**src/rtl/sram_like_arbiter.sv**
```systemverilog
// Arbitrates one sram-like port between inst and data masters, one transaction in flight.
// Data wins by default; after MAX_DATA_STREAK data grants with inst waiting, inst goes next.
module sram_like_arbiter #(
  parameter int MAX_DATA_STREAK = 4,
  parameter int CNT_W           = 3
) (
  input  logic        clk,
  input  logic        rst,

  input  logic        inst_req,
  input  logic        inst_wr,
  input  logic [1:0]  inst_size,
  input  logic [31:0] inst_addr,
  input  logic [31:0] inst_wdata,
  output logic        inst_addr_ok,
  output logic        inst_data_ok,
  output logic [31:0] inst_rdata,

  input  logic        data_req,
  input  logic        data_wr,
  input  logic [1:0]  data_size,
  input  logic [31:0] data_addr,
  input  logic [31:0] data_wdata,
  output logic        data_addr_ok,
  output logic        data_data_ok,
  output logic [31:0] data_rdata,

  output logic        mem_req,
  output logic        mem_wr,
  output logic [1:0]  mem_size,
  output logic [31:0] mem_addr,
  output logic [31:0] mem_wdata,
  input  logic        mem_addr_ok,
  input  logic        mem_data_ok,
  input  logic [31:0] mem_rdata
);

  localparam logic [1:0] IDLE = 2'd0;
  localparam logic [1:0] ADDR = 2'd1;
  localparam logic [1:0] DATA = 2'd2;

  localparam logic [CNT_W-1:0] STREAK_MAX = CNT_W'(MAX_DATA_STREAK);

  logic [1:0]       state;
  logic             owner;
  logic [CNT_W-1:0] streak;

  logic sel_data;
  logic grant;
  logic cur_owner;
  logic owner_req;
  logic req_int;
  logic accept;
  logic done;

  // Inst is forced through only once the streak cap is hit and inst is actually waiting.
  always_comb begin
    sel_data = data_req & ~(inst_req & (streak == STREAK_MAX) & (MAX_DATA_STREAK != 0));
    grant    = data_req | inst_req;
  end

  always_comb begin
    cur_owner = (state == IDLE) ? sel_data : owner;
    owner_req = cur_owner ? data_req : inst_req;
    case (state)
      IDLE:    req_int = grant;
      ADDR:    req_int = owner_req;
      default: req_int = 1'b0;
    endcase
    accept = req_int & mem_addr_ok;
    done   = (state == DATA) & mem_data_ok;
  end

  // Outputs are forced to zero combinationally so they clear the moment reset asserts.
  always_comb begin
    mem_req      = 1'b0;
    mem_wr       = 1'b0;
    mem_size     = 2'd0;
    mem_addr     = 32'd0;
    mem_wdata    = 32'd0;
    inst_addr_ok = 1'b0;
    data_addr_ok = 1'b0;
    inst_data_ok = 1'b0;
    data_data_ok = 1'b0;
    inst_rdata   = 32'd0;
    data_rdata   = 32'd0;
    if (rst) begin
      mem_req      = req_int;
      mem_wr       = cur_owner ? data_wr    : inst_wr;
      mem_size     = cur_owner ? data_size  : inst_size;
      mem_addr     = cur_owner ? data_addr  : inst_addr;
      mem_wdata    = cur_owner ? data_wdata : inst_wdata;
      inst_addr_ok = accept & ~cur_owner;
      data_addr_ok = accept &  cur_owner;
      inst_data_ok = done & ~owner;
      data_data_ok = done &  owner;
      inst_rdata   = mem_rdata;
      data_rdata   = mem_rdata;
    end
  end

  always_ff @(posedge clk or negedge rst) begin
    if (!rst) begin
      state <= IDLE;
      owner <= 1'b0;
    end else begin
      case (state)
        IDLE: begin
          if (grant) begin
            owner <= sel_data;
            state <= mem_addr_ok ? DATA : ADDR;
          end
        end
        ADDR: begin
          // A master withdrawing its request before acceptance simply abandons it.
          if (!owner_req)       state <= IDLE;
          else if (mem_addr_ok) state <= DATA;
        end
        DATA: begin
          if (mem_data_ok) state <= IDLE;
        end
        default: state <= IDLE;
      endcase
    end
  end

  always_ff @(posedge clk or negedge rst) begin
    if (!rst) begin
      streak <= '0;
    end else if (accept) begin
      if (cur_owner && inst_req)
        streak <= (streak == STREAK_MAX) ? STREAK_MAX : streak + 1'b1;
      else
        streak <= '0;
    end
  end

endmodule

```
**config.mk**
```make
export PLATFORM = sky130hd
export DESIGN_NAME = sram_like_arbiter
export DESIGN_NICKNAME = d
export VERILOG_FILES = /design/src/rtl/sram_like_arbiter.sv
export SDC_FILE = /design/constraint.sdc
export NUM_CORES = 1
export LEC_CHECK = 0
export BUFFER_PORTS_ARGS = -buffer_cell sky130_fd_sc_hd__buf_2
export CORE_AREA = 4 4 117 119
export CTS_CLUSTER_SIZE = 14
export DETAILED_ROUTE_END_ITERATION = 10
export DIE_AREA = 0 0 121 123
export MAX_ROUTING_LAYER = met4
export PLACE_DENSITY = 0.57
export SETUP_SLACK_MARGIN = 0.5
export SLEW_MARGIN = 20
export SYNTH_ARGS = -nofsm -noshare
export SYNTH_HDL_FRONTEND = slang
export SYNTH_SLANG_ARGS = --single-unit
```
**constraint.sdc**
```tcl
create_clock -name clk -period 1.8 [get_ports clk]
set_input_delay 0.18 -clock clk [delete_from_list [all_inputs] [get_ports clk]]
set_output_delay 0.18 -clock clk [all_outputs]
set_load 0.05 [all_outputs]
```
* Yosys cells after proc, flatten, opt, wreduce, memory -nomap -nowiden
Index checks and enable logic that the tools add are counted.
Word-level totals: flip-flop bits (word level) 6, input bits 172
Cells by class: $add $sub $neg 1, equal/unequal tests 6, muxes and demuxes 25, bitwise logic cells 12, reduce and logical (&&, ||, !) cells 4
Operators by type and width (number):
- two-way mux 32 bit | 5
- two-way mux 2 bit | 7
- two-way mux 1 bit | 9
- bitwise AND 1 bit | 8
- two-way mux 3 bit | 2
- one-hot mux 2 bit (3 select lines) | 1
- inequality test 2 bit, second input constant | 2
- adder 3 x 1 -> 3 bit, second input constant | 1
- == test 3 bit, second input constant | 1
- inequality test 3 bit, second input constant | 1
- inverter 1 bit | 3
- AND reduction 3 bit | 1
- == test 2 x 1 -> 1 bit, second input constant | 1
- == test 2 bit, second input constant | 1
- zero test 2 bit | 1
- one-hot mux 1 bit (2 select lines) | 1
- AND reduction 2 bit | 1
- logical AND 1 bit | 1
- bitwise OR 1 bit | 1

* Longest topological paths before layout
Gate-level depths: netlist (run 1).
word-level depth 10, gate-level depth with buffers 8, depth with buffers taken out 6

* Worst setup path after synthesis (run 1)
OpenSTA, ideal clock, no wires.
path kind register to output, start point register owner, end point output mem_req, arrival time 3.040 ns, required time 1.620 ns, slack -1.420 ns, stages on the path, launching flop included 3, buffers on the path 0, path through dfrtp_1 > mux2i_1 > a2111oi_0
Between the ends: cells in the longest elaborated chain, start to end 4
Ends and longest elaborated chain:
- from (decl) | RTL line 45 | logic owner;
- from (signal assigned) | RTL line 110 | owner <= sel_data;
- two-way mux 1 bit | RTL line 63 | cur_owner = (state == IDLE) ? sel_data : owner;
- two-way mux 1 bit | RTL line 64 | owner_req = cur_owner ? data_req : inst_req;
- one-hot mux 1 bit (2 select lines) | RTL line 65 | case (state)
- two-way mux 1 bit | RTL line 87 | if (rst) begin
- to (decl) | RTL line 28 | output logic mem_req,
No other way between the ends.

* Worst setup path in the final report (run 1)
start point register streak[1], end point output mem_wdata[6]
Between the ends: cells in the longest elaborated chain, start to end 7
Ends and longest elaborated chain:
- from (decl) | RTL line 46 | logic [CNT_W-1:0] streak;
- from (signal assigned) | RTL line 132 | streak <= (streak == STREAK_MAX) ? STREAK_MAX : streak + 1'b1;
- == test 3 bit | RTL line 58 | sel_data = data_req & ~(inst_req & (streak == STREAK_MAX) & (MAX_DATA_STREAK != 0));
- bitwise AND 1 bit | RTL line 58
- inverter 1 bit | RTL line 58
- bitwise AND 1 bit | RTL line 58
- two-way mux 1 bit | RTL line 63
- two-way mux 32 bit | RTL line 92 | mem_wdata = cur_owner ? data_wdata : inst_wdata;
- two-way mux 32 bit | RTL line 87
- to (decl) | RTL line 32 | output logic [31:0] mem_wdata,
No other way between the ends.

==> impl_metrics.env, run 1 <==
export IMPL_postSynth_asyncResetShare=1.000
export IMPL_finClkSkew_ns=0.008020
export IMPL_synth_edf_count=0
export IMPL_critPathMaxFanout=12
export IMPL_period_needed_ns=2.033
export IMPL_io_pins=308
export IMPL_synthFlopType="dfrtp_1"
export IMPL_start_util=0.1446
export IMPL_fin_util=0.4388
export IMPL_avgViaCountPerCell=4.181
export IMPL_drt_total_wl_um=13040
export IMPL_worstPathArrival_ns=1.85
export IMPL_cts_buffers=3
export IMPL_wl_per_cell_um=16.27
export IMPL_ir_drop_mv=0.7059
export IMPL_layout_commonest_cell="buf_2"
export IMPL_slowest_delay_ns=0.38
export IMPL_r2r_slack_ns=0.09
export IMPL_die_h_um=123
export IMPL_status="finished with violations"
export IMPL_finalCritPeriodShare=1.129
export IMPL_ys_seq_area_frac=0.08259
export IMPL_synthDistinctLibCells=29
export IMPL_violations="setup timing"
export IMPL_portBuffers=307
export IMPL_crit_chain="inv_2, ha_4, nand3_4, a31oi_4, buf_12, clkbuf_16, nand2_2, a21oi_4, buf_6"
export IMPL_cap_violations=0
export IMPL_dpl_instance_area_mm2=0.004378
export IMPL_drc=0
export IMPL_dp_slack_ns=-0.1594
export IMPL_ant_nets=0
export IMPL_worstMarginPinSlew_ns=0.2831
export IMPL_layout_nets=802
export IMPL_finalHoldViolations=0
export IMPL_end_kind="primary output"
export IMPL_grt_max_degree=36
export IMPL_worst_slack_ns=-0.2327
export IMPL_finalWeightedCongestion=0.7469
export IMPL_drtIter0Drc=70
export IMPL_netlist_area_mm2=0.001818
export IMPL_cts_reportedPaths_clkPinSlew_ns=0.04
export IMPL_hold_class="input port to register"
export IMPL_first_pass_iters=4
export IMPL_cts_buffer_depth=2
export IMPL_grt_overflow_total=0
export IMPL_layout_drive_gt1_share=0.8230
export IMPL_rsz0062_at_grt="true"
export IMPL_die_area_mm2=0.01488
export IMPL_clk_latency_ns=0.23
export IMPL_dp_cells=783
export IMPL_setup_viol=69
export IMPL_syn_num_nets=511
export IMPL_place_hpwl_um=9835
export IMPL_cts_tree="done"
export IMPL_syn_inst=337
export IMPL_power_mw=5.803
export IMPL_power_density_mw_per_mm2=1052
export IMPL_final_cells=801
export IMPL_htreeDepth=1
export IMPL_die_w_um=121
export IMPL_antenna_found_initial=2
export IMPL_rows=41
export IMPL_syn_avg_cell_area_um2=5.395
export IMPL_area_growth_syn_to_layout_pct=203.4
export IMPL_core_mm2=0.01257
export IMPL_cp_start_kind="register"
export IMPL_grt_pass1_wl_um=18200
export IMPL_cts_sinks=6
export IMPL_final_cell_mix="buf_2, nand2_1, a21oi_4"
export IMPL_slew_limit_headroom=0.8113
export IMPL_grt_pass1_vias=3574
export IMPL_cp_required_ns=1.62
export IMPL_leakagePower_nw=2.608
export IMPL_yosysWarnings=0
export IMPL_synth_seq_cells=6
export IMPL_vias=3349
export IMPL_clockRootBuffer="clkbuf_16"
export IMPL_crit_path_top_delay_cell="dfrtp_1"
export IMPL_track_usage=0.1578
export IMPL_drv_slew=0
export IMPL_fmax_mhz=492.0
export IMPL_crit_type="register to primary output"
export IMPL_fin_area_mm2=0.005515
==> cells in the mapped netlist, types with 2 or more instances <==
cell | instances | area [um2]
inv_1 | 4 | 15.01
buf_2 | 11 | 55.05
nor2_1 | 6 | 22.52
a21oi_1 | 70 | 350.3
dfrtp_1 | 6 | 150.1
nand2_1 | 138 | 518.0
o21ai_0 | 3 | 15.01
and2_1 | 32 | 200.2
nand3_1 | 2 | 10.01
clkbuf_1 | 11 | 41.29
ha_1 | 2 | 25.02
buf_4 | 35 | 262.8
==> registers in the layout, summed over array words and instances, names as in the netlist <==
signal / flops
owner: 1
state: 2
streak: 3
==> final timing paths <==
| check | from | to | cells after the start |
|---|---|---|---|
| worst max-delay path | streak[1]$_DFFE_PN0N_ | mem_wdata[6] | 9 |
| worst min-delay path | mem_data_ok | state[1]$_DFFE_PN0P_ | 2 |
| worst max register to register | streak[1]$_DFFE_PN0N_ | streak[0]$_DFFE_PN0N_ | 9 |
| worst min register to register | streak[0]$_DFFE_PN0N_ | streak[0]$_DFFE_PN0N_ | 2 |
| max in group asynchronous | rst | state[0]$_DFFE_PN0P_ | 3 |
| min in group asynchronous | rst | streak[1]$_DFFE_PN0N_ | 3 |
==> metal layers <==
layer  GRT usage  wire [um]  vias up
li1            -          -     1643
met4     0.01912         68        0
met2      0.3001       7128      192
met5           -          0        -
met3     0.04026       1118        4
met1      0.1698       4719     1510
==> critical path: cells and delay by family (launching register included) <==
kind                     cells  cell delay [ns]
adder cells (fa/ha/maj)      1             0.14
buffers and inverters        4             0.59
flip-flops                   1             0.38
AO/OA/AOI/OAI                2             0.32
AND/OR/NAND/NOR              2             0.17
==> timing repair <==
item                                    CTS  global route
endpoints found under the hold margin     6             0
gates cloned                              3             3
gates resized for setup                 190            71
hold buffers                              1             0
pin swaps                                 4            10
endpoints found under the setup margin  141            77
setup buffers                             4             1
==> cells by family (layout without fill, tap and decap cells) <==
logic type | Yosys count | in the layout | share of synthesized area
simple gates | 184 | 184 | 0.4384
compound gates | 81 | 81 | 0.2457
flops | 6 | 6 | 0.08259
fa+ha+maj | 2 | 2 | 0.01376
buf+inv | 63 | 353 | 0.2140
mux | 1 | 1 | 0.005506
other cells | 0 | 2 | 0
==> cell type report <==
type | count | area [um2]
Clock buffer | 4 | 78.83
Multi-Input combinational cell | 268 | 2425
Tap cell | 172 | 215.2
Inverter | 5 | 23.77
Fill cell | 1222 | 7053
Sequential cell | 6 | 151.4
Timing Repair Buffer | 344 | 2616
Antenna cell | 2 | 5.005
==> metrics by stage <==
stage / hold WS [ns] / TNS (ns)
finish: 0.1575 / -13.89
global route: 0.1548 / -20.46
CTS: 0.1581 / -14.28
detailed placement: 0.2709 / -8.485
global placement: 0.2723 / -7.535
floorplan: -0.1156 / -0.1538
==> report_power, final <==
part           total, mW  switching [mW]  internal (mW)
Combinational       5.24            3.15           2.09
Sequential         0.194          0.0257          0.168
Clock              0.373          0.0791          0.294
Total               5.80            3.25           2.55
Power figures use the tool's default switching activity.
==> run 2, diff against run 1 <==
- ABC_AREA: default -> 1
- CORE_AREA: 4 4 117 119 -> 4 4 116 118
- DIE_AREA: 0 0 121 123 -> 0 0 120 122
- PLACE_DENSITY: 0.57 -> 0.58
- SKIP_LAST_GASP: default -> 1
==> run 2 against run 1 <==
The flow still finishes with violations (setup timing). Critical path type unchanged. Worst setup slack better by 0.026 ns. Wire length down 2.6%. Clock-buffer cell count down 1. First-iteration DRC count down 21%. Highest routed layer unchanged. Area after synthesis up 2.5%. Combinational power up 81%.
==> impl_metrics.env, run 2 <==
export IMPL_die_area_mm2=0.01464
export IMPL_synth_edf_count=0
export IMPL_regMostFlops="streak"
export IMPL_ir_drop_mv=1.324
export IMPL_syn_num_nets=560
export IMPL_cp_start_kind="register"
export IMPL_fillers=1187
export IMPL_postSynth_asyncResetShare=1.000
export IMPL_period_needed_ns=2.006
export IMPL_drtIter0Drc=55
export IMPL_crit_type="register to primary output"
export IMPL_sw_frac_of_total=0.5620
export IMPL_drv_slew=0
export IMPL_antenna_found_initial=2
export IMPL_finalWeightedCongestion=0.7828
export IMPL_layout_drive_gt1_share=0.7988
export IMPL_ys_top_cells_by_count="nand2_1, a21oi_1, inv_1"
export IMPL_yosysTopAreaCellShare=0.3685
export IMPL_setup_viol=70
export IMPL_cts_buffer_depth=2
export IMPL_top_regs="streak (3), state (2), owner (1)"
export IMPL_drc=0
export IMPL_finalCritPeriodShare=1.115
export IMPL_synthDistinctLibCells=19
export IMPL_r2r_slack_ns=0.07
export IMPL_critPathMaxFanout=6
export IMPL_io_pins=308
export IMPL_synth_seq_cells=6
export IMPL_hold_class="input port to register"
export IMPL_status="finished with violations"
export IMPL_slew_limit_headroom=0.7903
export IMPL_finClkSkew_ns=0.0007269
export IMPL_power_switching_mw=5.665
export IMPL_netlist_area_mm2=0.001864
export IMPL_first_pass_iters=4
export IMPL_area_growth_syn_to_layout_pct=210.2
export IMPL_dpl_instance_area_mm2=0.004488
export IMPL_grt_pass1_wl_um=18710
export IMPL_drt_total_wl_um=12700
export IMPL_cts_tree="done"
export IMPL_syn_inst=386
export IMPL_crit_start="streak[1]$_DFFE_PN0N_"
export IMPL_portBuffers=307
export IMPL_largest_reg_flops=3
export IMPL_violations="setup timing"
export IMPL_cap_violations=0
export IMPL_fmax_mhz=498.4
export IMPL_r2r_end="streak[1]$_DFFE_PN0N_"
export IMPL_synth_top_area_cell="nand2_1"
export IMPL_pwr_share_comb=0.938
export IMPL_cp_required_ns=1.62
export IMPL_wl_per_cell_um=14.77
export IMPL_die_w_um=120
export IMPL_end_kind="primary output"
export IMPL_grt_overflow_total=0
export IMPL_htreeDepth=1
export IMPL_layout_commonest_cell="buf_2"
export IMPL_leakagePower_nw=2.718
export IMPL_cts_buffers=3
export IMPL_power_mw=10.08
export IMPL_die_h_um=122
export IMPL_r2r_cells=13
export IMPL_finalSetupTns_ns=-11.58
export IMPL_track_usage=0.1623
export IMPL_intPower_mw=4.416
export IMPL_worst_slack_ns=-0.2063
export IMPL_p_seq_frac=0.026
export IMPL_grt_max_degree=36
export IMPL_ys_seq_area_frac=0.08054
export IMPL_power_density_mw_per_mm2=1743
export IMPL_syn_avg_cell_area_um2=4.830
export IMPL_rows=41
export IMPL_synthFlopType="dfrtp_1"
export IMPL_worstMarginPinSlew_ns=0.3135
export IMPL_worstPathArrival_ns=1.83
export IMPL_ant_nets=0
export IMPL_endpoint="mem_addr[9]"
export IMPL_finalHoldViolations=0
export IMPL_vias=3592
export IMPL_cts_reportedPaths_clkPinSlew_ns=0.04
export IMPL_yosysMostFrequentCell="nand2_1"
export IMPL_fin_area_mm2=0.005783
export IMPL_clk_latency_ns=0.23
export IMPL_clockRootBuffer="clkbuf_16"
export IMPL_layout_nets=862
export IMPL_yosysWarnings=0
export IMPL_power_frac_clock=0.036
export IMPL_r2r_start="streak[1]$_DFFE_PN0N_"
export IMPL_core_mm2=0.01247
export IMPL_synth_area_leaders="nand2_1, a21oi_1, buf_4"
export IMPL_worstHoldPathCells=2
export IMPL_avgViaCountPerCell=4.177
export IMPL_rsz0062_at_grt="true"
export IMPL_final_cell_mix="buf_2, nand2_1, buf_6"
export IMPL_place_hpwl_um=9471
export IMPL_start_util=0.1496
export IMPL_grt_pass1_vias=3810
export IMPL_cts_sinks=6
[run 2: power by group through the flow]
| stage | sequential, mW | combinational (mW) | clock (mW) |
|---|---|---|---|
| global route | 0.268 | 9.95 | 0.376 |
| detailed placement | 0.235 | 6.58 | 0 |
| CTS | 0.239 | 9.18 | 0.367 |
| finish | 0.260 | 9.46 | 0.365 |
| global placement | 0.232 | 6.57 | 0 |
| floorplan | 0.237 | 5.16 | 0 |
[run 2: per-layer routing]
layer / share of wire / vias to the layer above / global-route usage
met2: 0.55 / 197 / 0.3130
li1: - / 1772 / -
met1: 0.34 / 1609 / 0.1698
met5: 0 / - / -
met4: 0.013 / 0 / 0.03293
met3: 0.090 / 14 / 0.03435
[run 2: cell families (layout without fill, tap and decap cells)]
kind of cell	count (synthesis)	in the layout	share of synthesized area
fa+ha+maj	2	2	0.01342
simple gates	202	202	0.4175
buf+inv	101	401	0.2866
flops	6	6	0.08053
other cells	0	2	0
compound gates	75	75	0.2020
[run 2: layout make-up]
class	instances	area (um2)	share of cell area
Antenna cell	2	5.005	0.0008654
Tap cell	172	215.2	0.03721
Inverter	44	295.3	0.05106
Timing Repair Buffer	354	2706	0.4680
Multi-Input combinational cell	279	2333	0.4035
Clock buffer	3	75.07	0.01298
Sequential cell	6	152.6	0.02640
[run 2: timing repair]
item / 4_1_cts / 5_1_grt
pin swaps: 7 / 12
hold buffers: 1 / 0
buffers inserted: 9 / 4
setup endpoints to repair: 141 / 78
endpoints found under the hold margin: 6 / 0
cloned: 7 / 1
gates resized for setup: 239 / 29
[run 2: metrics by stage]
stage | util | worst slack [ns] | hold slack (ns) | cells
final | 0.4639 | -0.2063 | 0.2840 | 860
after floorplan | - | 0.05747 | -0.1156 | 386
after CTS | 0.4514 | -0.2391 | 0.2966 | 853
after global routing | 0.4639 | -0.2817 | 0.3007 | 860
after detailed placement | 0.3600 | -0.09436 | 0.2910 | 833
after global placement | 0.3600 | -0.07993 | 0.2923 | 833
[run 2: critical path, cell delays in order, from the launching register on]
cell and delay [ns]:
dfrtp_1 0.39, inv_2 0.08, ha_4 0.15, nand3_4 0.07, nand3_4 0.10, nand2_8 0.11
inv_12 0.10, buf_12 0.12, buf_16 0.12, nand2_4 0.05, a21oi_4 0.15, buf_8 0.16
[run 2: worst min-delay path by stage]
| stage | startpoint | end | slack (ns) |
|---|---|---|---|
| after floorplan | rst | owner$_DFFE_PN0P_ | -0.12 |
| after global routing | mem_addr_ok | state[0]$_DFFE_PN0P_ | 0.30 |
| after global placement | rst | state[0]$_DFFE_PN0P_ | 0.29 |
| final | mem_addr_ok | state[0]$_DFFE_PN0P_ | 0.28 |
| after detailed placement | rst | state[0]$_DFFE_PN0P_ | 0.29 |
| after CTS | mem_addr_ok | state[0]$_DFFE_PN0P_ | 0.30 |
